==> src/rtl/pixel_word_packer_if.sv <==
// Pixel-in / word-out handshake bundle for pixel_word_packer.
// master: the side that feeds pixels and consumes words (testbench / system).
// slave:  the packer itself.
interface pixel_word_packer_if;
  logic [7:0]  pixel_in;
  logic        valid_in;
  logic        ready_out;
  logic [31:0] word_out;
  logic [3:0]  byte_en;
  logic        eol;
  logic        eof;
  logic        valid_out;
  logic        ready_in;

  modport master (
    output pixel_in, valid_in, ready_in,
    input  ready_out, word_out, byte_en, eol, eof, valid_out
  );

  modport slave (
    input  pixel_in, valid_in, ready_in,
    output ready_out, word_out, byte_en, eol, eof, valid_out
  );
endinterface

==> src/rtl/pixel_word_packer.sv <==
// Packs an 8-bit pixel stream into 32-bit little-endian words with byte
// enables and end-of-line / end-of-frame markers. A word never spans lines;
// the last word of a line is partial when IMG_WIDTH is not a multiple of 4.
module pixel_word_packer #(
  parameter int IMG_WIDTH  = 1024,
  parameter int IMG_HEIGHT = 1024,
  parameter int XW = (IMG_WIDTH  > 1) ? $clog2(IMG_WIDTH)  : 1,
  parameter int YW = (IMG_HEIGHT > 1) ? $clog2(IMG_HEIGHT) : 1
) (
  input  logic clk,
  input  logic rst,
  pixel_word_packer_if.slave bus
);

  localparam logic [XW-1:0] X_LAST = XW'(IMG_WIDTH - 1);
  localparam logic [YW-1:0] Y_LAST = YW'(IMG_HEIGHT - 1);

  logic [23:0]   acc;
  logic [1:0]    lane;
  logic [XW-1:0] x;
  logic [YW-1:0] y;

  logic [31:0] word_q;
  logic [3:0]  be_q;
  logic        eol_q;
  logic        eof_q;
  logic        valid_q;

  logic        ready;
  logic        accept;
  logic        last_x;
  logic        last_y;
  logic        complete;
  logic [31:0] word_next;
  logic [3:0]  be_next;

  assign ready    = !rst && (!valid_q || bus.ready_in);
  assign accept   = bus.valid_in && ready;
  assign last_x   = (x == X_LAST);
  assign last_y   = (y == Y_LAST);
  assign complete = accept && ((lane == 2'd3) || last_x);

  // Assemble the outgoing word: current pixel in the current lane, lower
  // lanes from the accumulator, unfilled upper lanes zero.
  always_comb begin
    word_next = '0;
    be_next   = '0;
    case (lane)
      2'd0: begin
        word_next = {24'h0, bus.pixel_in};
        be_next   = 4'b0001;
      end
      2'd1: begin
        word_next = {16'h0, bus.pixel_in, acc[7:0]};
        be_next   = 4'b0011;
      end
      2'd2: begin
        word_next = {8'h0, bus.pixel_in, acc[15:0]};
        be_next   = 4'b0111;
      end
      default: begin
        word_next = {bus.pixel_in, acc};
        be_next   = 4'b1111;
      end
    endcase
  end

  // Output register: a newly completed word wins over a same-cycle transfer.
  always_ff @(posedge clk or posedge rst) begin
    if (rst) begin
      word_q  <= '0;
      be_q    <= '0;
      eol_q   <= 1'b0;
      eof_q   <= 1'b0;
      valid_q <= 1'b0;
    end else if (complete) begin
      word_q  <= word_next;
      be_q    <= be_next;
      eol_q   <= last_x;
      eof_q   <= last_x && last_y;
      valid_q <= 1'b1;
    end else if (valid_q && bus.ready_in) begin
      valid_q <= 1'b0;
    end
  end

  // Accumulator and lane counter; lane restarts after every emitted word.
  always_ff @(posedge clk or posedge rst) begin
    if (rst) begin
      acc  <= '0;
      lane <= '0;
    end else if (accept) begin
      if (complete) begin
        lane <= '0;
      end else begin
        case (lane)
          2'd0:    acc[7:0]   <= bus.pixel_in;
          2'd1:    acc[15:8]  <= bus.pixel_in;
          default: acc[23:16] <= bus.pixel_in;
        endcase
        lane <= lane + 2'd1;
      end
    end
  end

  // Line / frame position, advanced once per accepted pixel.
  always_ff @(posedge clk or posedge rst) begin
    if (rst) begin
      x <= '0;
      y <= '0;
    end else if (accept) begin
      if (last_x) begin
        x <= '0;
        y <= last_y ? '0 : y + YW'(1);
      end else begin
        x <= x + XW'(1);
      end
    end
  end

  assign bus.ready_out = ready;
  assign bus.word_out  = word_q;
  assign bus.byte_en   = be_q;
  assign bus.eol       = eol_q;
  assign bus.eof       = eof_q;
  assign bus.valid_out = valid_q;

endmodule

==> src/flat_wrapper.sv <==
// flat-port wrapper written by rule: the top's interface ports become plain ports
module pixel_word_packer_flat 
#(
  parameter int IMG_WIDTH  = 1024,
  parameter int IMG_HEIGHT = 1024,
  parameter int XW = (IMG_WIDTH  > 1) ? $clog2(IMG_WIDTH)  : 1,
  parameter int YW = (IMG_HEIGHT > 1) ? $clog2(IMG_HEIGHT) : 1
)
  (clk, rst, bus_pixel_in, bus_valid_in, bus_ready_in, bus_ready_out, bus_word_out, bus_byte_en, bus_eol, bus_eof, bus_valid_out);
  pixel_word_packer_if bus_i ();
  input  logic clk;
  input  logic rst;
  input wire logic [$bits(bus_i.pixel_in)-1:0] bus_pixel_in;
  input wire logic [$bits(bus_i.valid_in)-1:0] bus_valid_in;
  input wire logic [$bits(bus_i.ready_in)-1:0] bus_ready_in;
  output wire logic [$bits(bus_i.ready_out)-1:0] bus_ready_out;
  output wire logic [$bits(bus_i.word_out)-1:0] bus_word_out;
  output wire logic [$bits(bus_i.byte_en)-1:0] bus_byte_en;
  output wire logic [$bits(bus_i.eol)-1:0] bus_eol;
  output wire logic [$bits(bus_i.eof)-1:0] bus_eof;
  output wire logic [$bits(bus_i.valid_out)-1:0] bus_valid_out;
  assign bus_i.pixel_in = bus_pixel_in;
  assign bus_i.valid_in = bus_valid_in;
  assign bus_i.ready_in = bus_ready_in;
  assign bus_ready_out = bus_i.ready_out;
  assign bus_word_out = bus_i.word_out;
  assign bus_byte_en = bus_i.byte_en;
  assign bus_eol = bus_i.eol;
  assign bus_eof = bus_i.eof;
  assign bus_valid_out = bus_i.valid_out;
  pixel_word_packer #(.IMG_WIDTH(IMG_WIDTH), .IMG_HEIGHT(IMG_HEIGHT), .XW(XW), .YW(YW)) u_core (.clk(clk), .rst(rst), .bus(bus_i));
endmodule
==> config.mk <==
export PLATFORM = sky130hd
export DESIGN_NAME = pixel_word_packer_flat
export DESIGN_NICKNAME = d
export VERILOG_FILES = /design/src/rtl/pixel_word_packer_if.sv /design/src/rtl/pixel_word_packer.sv /design/src/flat_wrapper.sv
export SDC_FILE = /design/constraint.sdc
export NUM_CORES = 1
export LEC_CHECK = 0
export ABC_AREA = 1
export BUFFER_PORTS_ARGS = -buffer_cell sky130_fd_sc_hd__clkbuf_2
export CORE_AREA = 5 5 94 96
export CTS_CLUSTER_DIAMETER = 120
export DETAILED_ROUTE_END_ITERATION = 10
export DIE_AREA = 0 0 99 101
export PLACE_DENSITY = 0.74
export SLEW_MARGIN = 20
export SYNTH_ARGS = -nofsm -noshare
export SYNTH_HDL_FRONTEND = slang
export SYNTH_SLANG_ARGS = --single-unit
export TNS_END_PERCENT = 1
==> constraint.sdc <==
create_clock -name clk -period 7.1 [get_ports clk]
set_clock_uncertainty 0.05 [all_clocks]
set_input_delay 0.71 -clock clk [delete_from_list [all_inputs] [get_ports clk]]
set_output_delay 0.71 -clock clk [all_outputs]
set_load 0.01 [all_outputs]
==> metrics.md, run 1 <==
| Metric | Value |
|---|---|
| Die Y | `101 µm` |
| First-pass GRT wire length | `15300 µm` |
| Reg2reg start | `u_core.x[0]` |
| Fin crit share | `31.7%` |
| Netlist cell types | `28` |
| Inserted Clock Buffers | `9` |
| Wire per inst | `14.1 µm` |
| IO Pins | `52` |
| Clk Latency, worst-skew pair | `360 ps` |
| Worst vdd ir | `0.000199 V` |
| Post_cts resized | `0` |
| Initial antenna violation count | `0` |
| Main combinational cell family by area after synthesis | `simple AND/OR/NAND/NOR gates` |
| Crit path largest cell delay | `480 ps` |
| Rel. slew slack | `49.7%` |
| Delay-heaviest family, CP | `simple AND/OR/NAND/NOR gates` |
| Area Growth Syn to Fin | `10.6%` |
| Multiplexer area fraction after synthesis | `1.92%` |
| Area share of the largest cell type after synthesis | `50.9%` |
| WP data required | `7250 ps` |
| Clock buffer depth | `2` |
| Layout cells sized above 1 | `15.6%` |
| Post-Syn Instances | `486` |
| Final setup vio count | `0` |
| Hpwl dp | `6190 µm` |
| Synth area leaders | `dfrtp_1 (51%), nand2_1 (12%), o21ai_0 (8.5%)` |
| CTS Root Cell | `clkbuf_8` |
| Synth warnings | `0` |
| Placed Area | `4430 µm²` |
| Minimum clock period | `2250 ps` |
| Worst setup EP type | `flop` |
| Hold buffer count at CTS | `0` |
| Crit path DAT | `2400 ps` |
| Max-slew violation count | `0` |
| Diode count | `0` |
| Setup total negative slack | `0 ps` |
| Synthesized-area fraction occupied by adder cells | `1.80%` |
| CP max FO | `64` |
| Post-CTS Setup Bufs | `0` |
| Finished Layout Cells | `638` |
| Bufs and invs on worst path | `2` |
| Vias in the first global route | `3271` |
| Setup crit start kind | `primary input` |
| Slowest library cell on the worst path | `nand2_4` |
| Simple-gate portion of the synthesized area | `21.9%` |
| Worst slew pin tran | `755 ps` |
| FF-to-FF setup slack | `4940 ps` |
| Core Util, Final | `58.0%` |
| Fmax | `0.445 GHz` |
| Flops & latches, synth | `85` |
| LEAKAGE | `2.29 nW` |
| Aggregate routed wire length | `8990 µm` |
| Synthesized cell area | `4180 µm²` |
| Fin nets | `546` |
| Rows | `33` |
| Status | `completed` |
| Avg Cell Area, Syn | `8.60 µm²` |
| Full die area | `10000 µm²` |
| Final ANT Viol Nets | `0` |
| Via count | `3391` |
| Pwr dens | `349 nW/µm²` |
| Mapped Nets | `504` |
| Min-delay worst type | `primary input to asynchronous set/reset pin` |
| Htree depth | `3` |
| GPL Wtd Cong | `0.854` |
| Core area | `7970 µm²` |
| RSZ-0062 raised after global routing | `no` |
| Ordered cell list for the critical path | `clkbuf_2 -> clkinv_2 -> nand2_1 -> nor2_8 -> nand2_4 -> o21ai_0` |
| Drt pass-1 iters | `5` |
| Die width | `99 µm` |
| R2r worst-path depth | `7` |
| Tot GR Track Use | `19.0%` |
| Final Hold Fails | `0` |
| CTS tree | `built` |
| Largest net degree at the start of global routing | `65` |
| DR DRC count | `0` |
| GRT overflow | `0` |
| RR Endpoint | `u_core.bus.word_out[7]` |
| Compound-Gate Fraction of Synth Area | `14.2%` |
| Critical path type | `primary input to flop` |
| Clock transition at path regs | `90 ps` |
| Sequential share of the synthesized area | `50.9%` |
| IO buf count | `51` |
| Post-Synth XOR/XNOR Area | `1.47%` |
| Starting Density | `52.4%` |
| Starting DRT DRC Count | `165` |
| Design area | `4620 µm²` |
| Max cap viols | `0` |
| Clk sink count | `85` |
| Inst Count DP | `622` |
| Area leader, netlist | `dfrtp_1` |
| Vias/cell | `5.32` |
## metal layers
metal,global-route usage [%],wire [µm],vias up
li1,-,-,1668
met1,25.3,4110,1622
met2,31.0,4280,87
met3,4.36,463,14
met4,5.99,135,0
met5,0,0,-
## worst register-to-register path, stage by stage, from the launching register on
cell,delay [ps]
dfrtp_1,450
ha_1,180
inv_1,70
nor2_2,200
nand3_4,250
nand2_1,190
nand2_4,350
o21ai_0,340
## cell usage after synthesis
master / number
a21boi_0: 8
a21oi_1: 9
buf_2: 10
buf_4: 6
buf_6: 4
clkbuf_1: 2
dfrtp_1: 85
ha_1: 6
inv_1: 46
inv_2: 2
mux2i_1: 8
nand2_1: 132
nand2_2: 3
nand2b_1: 1
nand3_1: 20
nand3_4: 1
nand4_1: 9
nand4_4: 3
nor2_1: 13
nor2_2: 1
nor2_4: 1
nor2_8: 2
nor3_1: 10
o21ai_0: 71
o21ai_1: 25
o22ai_1: 1
xnor2_1: 2
xor2_1: 5
## worst max path at each step
stage               start                      end  slack, ps  depth (start not counted)
floorplan             rst           u_core.acc[16]       3240                          7
global placement      rst   u_core.bus.word_out[7]       4200                          6
detailed placement    rst   u_core.bus.word_out[7]       4030                          6
CTS                   rst   u_core.bus.word_out[7]       4410                          6
global route          rst  u_core.bus.word_out[23]       4600                          7
finish                rst   u_core.bus.word_out[7]       4850                          6
## cell families after synthesis
| kind of cell | count (synthesis) |
|---|---|
| and+or+nand+nor | 196 |
| AOI/OAI and AO/OA | 114 |
| DFF | 85 |
| buffers and inverters | 70 |
| muxes | 8 |
| xor gates and xnor gates | 7 |
| adders and majority gates | 6 |
## layout by cell type, fill, tap and decap left out, types with 2 or more instances in the layout
| cell type | Yosys | routed |
|---|---|---|
| nor2_1 | 13 | 13 |
| nor2_8 | 2 | 2 |
| inv_2 | 2 | 2 |
| clkbuf_2 | 0 | 51 |
| xor2_1 | 5 | 5 |
| a21oi_1 | 9 | 9 |
| inv_8 | 0 | 2 |
| nand4_4 | 3 | 3 |
| o21ai_0 | 71 | 71 |
| a21boi_0 | 8 | 8 |
| nand2_2 | 3 | 2 |
| clkbuf_8 | 0 | 9 |
| xnor2_1 | 2 | 2 |
| buf_4 | 6 | 2 |
| mux2i_1 | 8 | 8 |
| o21ai_1 | 25 | 25 |
| nand3_1 | 20 | 20 |
| nand4_1 | 9 | 9 |
| nor3_1 | 10 | 10 |
| inv_1 | 46 | 45 |
| nand2_1 | 132 | 132 |
| clkinv_4 | 0 | 2 |
| clkinv_2 | 0 | 2 |
| ha_1 | 6 | 6 |
| dfrtp_1 | 85 | 85 |
| clkinvlp_4 | 0 | 2 |
## state kept, by name (all words and copies together), names as in the netlist, 2 cells and up
name	count
u_core.y	10
u_core.lane	2
u_core.acc	24
u_core.bus.word_out	32
u_core.bus.byte_en	4
u_core.x	10
## layout make-up
class                   instances  area [µm²]
repair buffers                 53         270
well taps                     105         131
multi-input cells             331        1730
clock inverters                 7        60.1
flip-flops and latches         85        2130
clock buffers                   9         124
inverters                      48         181
fillers                       694        3350
## power by group
group	switching, mW	total (mW)	internal [mW]
clock network	0.187	0.320	0.132
registers	0.120	0.765	0.645
logic	0.328	0.527	0.199
## per-stage QoR
stage / power [mW] / hold WS [ps] / worst slack [ps]
3_5_place_dp: 1.30 / 409 / 4030
3_3_place_gp: 1.28 / 404 / 4200
6_report: 1.61 / 309 / 4850
4_1_cts: 1.62 / 317 / 4410
5_1_grt: 1.73 / 344 / 4600
2_1_floorplan: 1.12 / 403 / 3240
(Power assumes the default switching activity.)
==> inputs of run 2 (changes only) <==
==> constraint.sdc (replaced) <==
create_clock -name clk -period 2.1 [get_ports clk]
set_clock_uncertainty 0.05 [all_clocks]
set_input_delay 0.21 -clock clk [delete_from_list [all_inputs] [get_ports clk]]
set_output_delay 0.21 -clock clk [all_outputs]
set_load 0.01 [all_outputs]
==> metrics.md, run 2 (same netlist as run 1, synthesis figures left out) <==
| Metric | Value |
|---|---|
| CTS tree | `built` |
| Minimum clock period | `1830 ps` |
| Htree depth | `3 (unchanged)` |
| Max cap viols | `0 (unchanged)` |
| Clock transition at path regs | `90 ps (about the same)` |
| RR Endpoint | `u_core.bus.word_out[12]` |
| GPL Wtd Cong | `0.858 (+0.50%)` |
| Initial antenna violation count | `0 (unchanged)` |
| Post-CTS Setup Bufs | `0 (unchanged)` |
| Fin nets | `554 (+1.5%)` |
| Most frequent CP cell | `inv_1` |
| FF-to-FF setup slack | `270 ps (-4670 ps)` |
| Layout cells sized above 1 | `17.0% (+1.4 points)` |
| First-pass GRT wire length | `15800 µm (+3.2%)` |
| Slowest library cell on the worst path | `dfrtp_1` |
| Fmax | `0.546 GHz` |
| Pwr dens | `1220 nW/µm² (+250%)` |
| Ordered cell list for the critical path | `inv_1 -> ha_1 -> inv_1 -> o21ai_0 -> mux2i_1 -> o21ai_1` |
| Design area | `4770 µm² (+3.2%)` |
| Drt pass-1 iters | `4 (-1)` |
| Full die area | `10000 µm² (unchanged)` |
| Rows | `33 (unchanged)` |
| Final Hold Fails | `0 (unchanged)` |
| Placed Area | `4520 µm² (+2.0%)` |
| Fin crit share | `87.3%` |
| R2r worst-path depth | `6 (-1)` |
| Setup crit start kind | `flop` |
| Aggregate routed wire length | `9090 µm (+1.1%)` |
| Crit path DAT | `2030 ps (-370 ps)` |
| CP max FO | `16 (-75%)` |
| Area Growth Syn to Fin | `14.1%` |
| Switching share of power | `36.5% (-2.9 points)` |
| Die width | `99 µm (unchanged)` |
| Inserted Clock Buffers | `9 (unchanged)` |
| Diode count | `0 (unchanged)` |
| Die Y | `101 µm (unchanged)` |
| Clock share of power | `24.3% (+4.5 points)` |
| DR DRC count | `0 (unchanged)` |
| LEAKAGE | `2.36 nW (+3.2%)` |
| Worst slew pin tran | `778 ps (+23.4 ps)` |
| WP data required | `2300 ps (-4950 ps)` |
| GRT overflow | `0 (unchanged)` |
| Final setup vio count | `0 (unchanged)` |
| Rel. slew slack | `48.1% (-1.6 points)` |
| Status | `completed` |
| P_sw | `2.12 mW (+230%)` |
| Max-slew violation count | `0 (unchanged)` |
| Vias/cell | `5.32 (about the same)` |
| Wire per inst | `14.1 µm (-0.12%)` |
| Core area | `7970 µm² (unchanged)` |
| Worst vdd ir | `0.000623 V (+210%)` |
| Largest net degree at the start of global routing | `86 (+32%)` |
| Final ANT Viol Nets | `0 (unchanged)` |
| Crit path largest cell delay | `430 ps (-50 ps)` |
| Pwr Total | `5.81 mW (+260%)` |
| Pint | `3.69 mW (+280%)` |
| Most frequent cells in the layout | `nand2_1 (131), dfrtp_1 (85), o21ai_0 (71)` |
| Starting Density | `52.4% (unchanged)` |
| Number of flip-flops in the largest register | `32 (unchanged)` |
| Post_cts resized | `0 (unchanged)` |
| Clk Latency, worst-skew pair | `360 ps (about the same)` |
| Clock buffer depth | `2 (unchanged)` |
| Filler cells | `695 (+0.14%)` |
| Hold buffer count at CTS | `0 (unchanged)` |
| Worst setup EP type | `flop` |
| Commonest non-fill, non-tap cell in the layout | `nand2_1` |
| Clk sink count | `85 (unchanged)` |
| CTS Root Cell | `clkbuf_8` |
| Comb pwr share | `31.4% (-1.3 points)` |
| Hpwl dp | `6180 µm (-0.12%)` |
| Starting DRT DRC Count | `234 (+42%)` |
| Critical path type | `flop to flop` |
| IO Pins | `52 (unchanged)` |
| Tot GR Track Use | `19.7% (+0.71 points)` |
| Reg power frac | `44.3% (-3.2 points)` |
| Reg2reg start | `u_core.lane[0]` |
| RSZ-0062 raised after global routing | `no` |
| Vias in the first global route | `3333 (+1.9%)` |
| Via count | `3436 (+1.3%)` |
| IO buf count | `51 (unchanged)` |
| Min-delay worst type | `primary input to asynchronous set/reset pin` |
-- run 2: cell types whose count changed in the layout (fill, tap and decap cells not counted), moves of 2 or more --
| cell | change |
|---|---|
| inv_8 | -2 |
| bufinv_16 | +3 |
| buf_4 | +6 |
| clkinv_4 | -2 |
| inv_6 | +2 |
-- run 2: layer usage --
layer,track usage [%],wire (µm),vias to the layer above
met1,26.3,4100,1649
li1,-,-,1693
met4,8.19,221,0
met3,4.15,417,18
met2,31.4,4350,76
met5,0,0,-
-- run 2: power groups by stage --
stage                     clock network [mW]  logic, mW  registers, mW
after floorplan                            0       1.17           2.63
after global placement                     0       1.79           2.57
after detailed placement                   0       1.84           2.60
after CTS                               1.44       1.86           2.57
after global routing                    1.50       2.10           2.64
final                                   1.41       1.83           2.57
-- run 2: worst max path at each step --
stage | startpoint | endpoint | slack [ps] | cells after the start
after detailed placement | u_core.lane[0] | u_core.bus.word_out[10] | 300 | 6
final | u_core.lane[0] | u_core.bus.word_out[12] | 270 | 6
after global routing | u_core.lane[0] | u_core.bus.word_out[12] | 50 | 6
after floorplan | rst | u_core.acc[23] | -220 | 6
after CTS | u_core.lane[0] | u_core.bus.word_out[10] | 270 | 6
after global placement | u_core.lane[0] | u_core.bus.word_out[11] | 330 | 6
-- run 2: final cells by class --
type	instances	area [µm²]	share of cell area, %
Sequential cell	85	2130	44.6
Multi-Input combinational cell	331	1740	36.4
Timing Repair Buffer	61	347	7.27
Inverter	48	184	3.86
Tap cell	105	131	2.76
Clock buffer	9	124	2.60
Clock inverter	7	120	2.52
-- run 2: metrics by stage --
| step | utilization [%] | setup slack (ps) | instances | setup TNS, ps | hold slack, ps |
|---|---|---|---|---|---|
| floorplan | - | -221 | 486 | -14270 | 369 |
| global placement | 56.7 | 329 | 630 | 0 | 416 |
| detailed placement | 56.7 | 297 | 630 | 0 | 417 |
| CTS | 59.8 | 274 | 646 | 0 | 135 |
| global route | 59.8 | 48.9 | 646 | 0 | 148 |
| finish | 59.8 | 267 | 646 | 0 | 49.5 |
-- run 2: worst max-delay path, delay by kind of cell (launching register included) --
| family | cells | cell delay, ps |
|---|---|---|
| buf+inv | 2 | 500 |
| flops | 1 | 430 |
| fa+ha+maj | 1 | 330 |
| compound gates | 2 | 230 |
| mux | 1 | 180 |
